--- src/rtl/shifter_pkg.sv ---
// shifter_pkg: state encoding and STEP legality check shared by the serial right shifter.
package shifter_pkg;

    localparam logic [1:0] S_IDLE  = 2'd0;
    localparam logic [1:0] S_SHIFT = 2'd1;
    localparam logic [1:0] S_DONE  = 2'd2;

    typedef enum logic [1:0] {
        IDLE  = S_IDLE,
        SHIFT = S_SHIFT,
        DONE  = S_DONE
    } state_t;

    function automatic bit step_legal(int step);
        return step == 1 || step == 2 || step == 4 || step == 8;
    endfunction

endpackage

--- src/rtl/shift_step_unit.sv ---
// shift_step_unit: one shift step, moves work right by k (0..STEP) bits.
// Vacated bits take fill, or the bits shifted out when rotating.
module shift_step_unit #(
    parameter int WIDTH = 32,
    parameter int KW    = 1
) (
    input  logic [WIDTH-1:0] work,
    input  logic             fill,
    input  logic [KW-1:0]    k,
    input  logic             rotate,
    output logic [WIDTH-1:0] next_work
);

    logic [WIDTH-1:0] hi;

    always_comb begin
        hi        = rotate ? work : {WIDTH{fill}};
        next_work = WIDTH'({hi, work} >> k);
    end

endmodule

--- src/rtl/serial_right_shifter.sv ---
// serial_right_shifter: multi-cycle SRL/SRA, STEP bits per clock, Start/Done handshake.
// Define SERIAL_SHIFTER_ROTATE_EN to add the Rotate port (rotate right).
module serial_right_shifter
    import shifter_pkg::*;
#(
    parameter int WIDTH   = 32,
    parameter int STEP    = 1,
    parameter int SHAMT_W = 5
) (
    input  logic               CLK,
    input  logic               Reset,
    input  logic               Start,
    input  logic [WIDTH-1:0]   InputData,
    input  logic [SHAMT_W-1:0] ShiftAmt,
    input  logic               Arith,
`ifdef SERIAL_SHIFTER_ROTATE_EN
    input  logic               Rotate,
`endif
    output logic               Busy,
    output logic               Done,
    output logic [WIDTH-1:0]   OutputData
);

    localparam int KW = $clog2(STEP + 1);

    if (!step_legal(STEP)) begin : g_bad_step
        $error("STEP must be 1, 2, 4 or 8");
    end
    if (SHAMT_W != $clog2(WIDTH)) begin : g_bad_shamt
        $error("SHAMT_W must equal clog2(WIDTH)");
    end

    state_t             state_q, state_d;
    logic [WIDTH-1:0]   work_q, work_d;
    logic [SHAMT_W-1:0] rem_q, rem_d;
    logic               fill_q, fill_d;
    logic [WIDTH-1:0]   out_q, out_d;
    logic               rot_q;
    logic [KW-1:0]      k;
    logic [WIDTH-1:0]   next_work;

`ifdef SERIAL_SHIFTER_ROTATE_EN
    logic rot_d;

    always_ff @(posedge CLK or posedge Reset)
        if (Reset) rot_q <= 1'b0;
        else       rot_q <= rot_d;

    always_comb rot_d = (state_q != SHIFT && Start) ? Rotate : rot_q;
`else
    assign rot_q = 1'b0;
`endif

    shift_step_unit #(.WIDTH(WIDTH), .KW(KW)) u_step (
        .work      (work_q),
        .fill      (fill_q),
        .k         (k),
        .rotate    (rot_q),
        .next_work (next_work)
    );

    always_ff @(posedge CLK or posedge Reset) begin
        if (Reset) begin
            state_q <= IDLE;
            work_q  <= '0;
            rem_q   <= '0;
            fill_q  <= 1'b0;
            out_q   <= '0;
        end else begin
            state_q <= state_d;
            work_q  <= work_d;
            rem_q   <= rem_d;
            fill_q  <= fill_d;
            out_q   <= out_d;
        end
    end

    always_comb begin
        state_d = state_q;
        work_d  = work_q;
        rem_d   = rem_q;
        fill_d  = fill_q;
        out_d   = out_q;
        k       = (rem_q < SHAMT_W'(STEP)) ? KW'(rem_q) : KW'(STEP);
        if (state_q == SHIFT) begin
            work_d = next_work;
            rem_d  = rem_q - SHAMT_W'(k);
            if (rem_q <= SHAMT_W'(STEP)) begin
                out_d   = next_work;
                state_d = DONE;
            end
        end else if (Start) begin
            work_d  = InputData;
            rem_d   = ShiftAmt;
            fill_d  = Arith & InputData[WIDTH-1];
            state_d = (ShiftAmt != '0) ? SHIFT : DONE;
            out_d   = (ShiftAmt == '0) ? InputData : out_q;
        end else begin
            state_d = IDLE;
        end
    end

    assign Busy       = (state_q == SHIFT);
    assign Done       = (state_q == DONE);
    assign OutputData = out_q;

endmodule

--- config.mk ---
export PLATFORM = sky130hd
export DESIGN_NAME = serial_right_shifter
export DESIGN_NICKNAME = d
export VERILOG_FILES = /design/src/rtl/shifter_pkg.sv /design/src/rtl/shift_step_unit.sv /design/src/rtl/serial_right_shifter.sv
export SDC_FILE = /design/constraint.sdc
export NUM_CORES = 1
export LEC_CHECK = 0
export BUFFER_PORTS_ARGS = -buffer_cell sky130_fd_sc_hd__buf_2
export CAP_MARGIN = 20
export CELL_PAD_IN_SITES_DETAIL_PLACEMENT = 0
export CELL_PAD_IN_SITES_GLOBAL_PLACEMENT = 2
export CORE_UTILIZATION = 38
export CTS_CLUSTER_DIAMETER = 80
export DETAILED_ROUTE_END_ITERATION = 10
export GPL_ROUTABILITY_DRIVEN = 0
export PLACE_DENSITY = 0.92
export SLEW_MARGIN = 30
export SYNTH_ARGS = -nofsm -noshare
export SYNTH_HDL_FRONTEND = slang
export SYNTH_HIERARCHICAL = 1
export SYNTH_SLANG_ARGS = --single-unit
--- constraint.sdc ---
create_clock -name CLK -period 5.1 [get_ports CLK]
set_clock_uncertainty 0.2 [all_clocks]
set_input_delay 1.02 -clock CLK [delete_from_list [all_inputs] [get_ports CLK]]
set_output_delay 1.02 -clock CLK [all_outputs]
set_load 0.1 [all_outputs]
==> impl_metrics.toml <==
[status]
status = "finished clean"

[cells_and_area]
fin_area_um2 = 4330
multiInputGateArea_um2 = 1640
drive_above_1_share = 0.320
n_fill_cell = 922
regArea_um2 = 1800
layout_common_cells = "buf_2 (74), dfrtp_1 (72), mux2i_1 (66), nor2_1 (35), a21oi_1 (35)"
insertedDiodeCount = 0
nNetsFinal = 437
layout_commonest_cell = "buf_2"
area_growth_pct = 15.5

[synth]
syn-instance-count = 326
yosysTopAreaCellShare = 0.480
yosys_warnings = 6
synth.ff_latch_count = 72
syn_nets = 368
seq_area_frac_synth = 0.480
avgSynthCellArea_um2 = 11.5
async_flop_share = 1.00
syn-cell-area_um2 = 3750
synthDistinctLibCells = 31
synth.area.top_cells = "dfrtp_1 (48%), mux2i_1 (18%), mux2_4 (11%)"
synth_edf_count = 0
synth_ff_type = "dfrtp_1"
post-synth-top-area-cell = "dfrtp_1"

[clock_tree]
cts_buffers = 9
tritoncts = "done"
htreeDepth = 3
root_buffer = "clkbuf_8"
clock_path_buffers = 2
ctsHoldBuffers = 0
clk_pin_slew_ns = 0.07
cts_sinks = 72
clk_latency_ns = 0.33
cts_setup_buffers = 0
ctsResizeCount = 0

[global_routing]
grt_util_met1 = 0.224
grt_busiest_layer = "met2"
grt_pass1_wl_um = 12300
gr-total-overflow = 0
grt_max_degree = 66
antenna_found_initial = 0
grt_use_total = 0.155
grt_util_met2 = 0.227
use_met3 = 0.0338
grt_pass1_vias = 2508

[drt]
drt-total-wl_um = 7190
drt_iter0_drc = 97
ant_nets = 0
vias_per_cell = 4.62
vias = 2443
wl_per_cell_um = 13.6
drt_pass1_iterations = 4
drc = 0

[sta]
hold_viol_final = 0
setup_viol = 0
slew_headroom = 0.444
tightest_slew_ns = 0.826
period_minus_slack_ns = 3.45
grt_setup_unrepaired = "no"
finalCritPeriodShare = 0.676
max_freq_mhz = 290
tns_ns = 0
slew_viol_final = 0

[worst_setup_path]
r2r-start = "rem_q[2]"
worstSetupPathType = "reg -> out"
cp_max_fo = 39
crit_start = "state_q[1]"
worstPathArrival_ns = 2.23
required_ns = 3.88
start_kind = "flop"
crit_path_end_kind = "output port"

[floorplan]
io_pins = 75
die_area_um2 = 10300
die_x_um = 101
die_h_um = 101
rows = 35
start_util = 0.399
core_area_um2 = 9420

[place]
place_area_um2 = 4140
dpl.hpwl_um = 4880
numPortBuffers = 74

[run]
drv_cap = 0

[worst_hold_path]
hp-class = "reg -> reg"
min-delay-start = "fill_q"
## synthesized netlist by cell type, types with 3 or more instances
library cell / instances
a21oi_1: 35
buf_1: 4
buf_12: 3
buf_2: 3
buf_6: 3
buf_8: 3
clkbuf_1: 3
dfrtp_1: 72
inv_1: 36
mux2_2: 3
mux2_4: 28
mux2i_1: 66
nand2_1: 6
nand2b_1: 3
nand3_1: 5
nor2_1: 35
o21ai_0: 4
## layout make-up
class                      instances  area share
clock buffer                      14      0.0352
clock inverter                     2     0.00895
inverter                          36      0.0315
multi-input combinational        198       0.379
sequential                        72       0.416
tap                              129      0.0372
timing repair buffer              78      0.0924
## state kept, by name, indices dropped and copies added, names as in the netlist
name        flops
OutputData     32
work_q         32
rem_q           5
state_q         2
fill_q          1
## critical path, stage by stage, from the launching register on
cell	delay, ns
dfrtp_1	0.37
nand2b_1	0.34
inv_2	0.10
buf_4	0.51
buf_2	0.54
## per-layer routing
layer | part of all wire | wire [um]
met5 | 0 | 0
met4 | 0.014 | 99
met3 | 0.041 | 298
met2 | 0.43 | 3090
met1 | 0.52 | 3710
## worst paths after layout
check                                      end  slack (ns)  cells after the start
worst max-delay path                      Busy        1.65                      4
worst min-delay path                    fill_q        0.30                      2
worst max register to register       work_q[2]        2.31                      5
worst min register to register          fill_q        0.30                      2
max in group asynchronous       OutputData[31]        3.24                      3
min in group asynchronous             rem_q[3]        0.60                      2
## cells by family (layout without fill, tap and decap cells)
logic type | after synthesis | in the layout | share of synthesized area
buf+inv | 56 | 130 | 0.0860
mux | 97 | 97 | 0.297
fa+ha+maj | 1 | 1 | 0.00333
other cells | 1 | 1 | 0.000999
compound gates | 44 | 44 | 0.0664
simple gates | 55 | 55 | 0.0660
flops | 72 | 72 | 0.480
## per-stage QoR
| stage | hold slack, ns | utilization | worst slack, ns | instances |
|---|---|---|---|---|
| after floorplan | 0.249 | - | 2.06 | 326 |
| after global placement | 0.272 | 0.439 | 2.05 | 513 |
| after detailed placement | 0.279 | 0.440 | 2.01 | 513 |
| after CTS | 0.303 | 0.460 | 1.62 | 529 |
| after global routing | 0.340 | 0.460 | 1.51 | 529 |
| final | 0.299 | 0.460 | 1.65 | 529 |
Power is not shown: default switching activity piles up to over one toggle a cycle in this logic, so the estimate is an artifact.
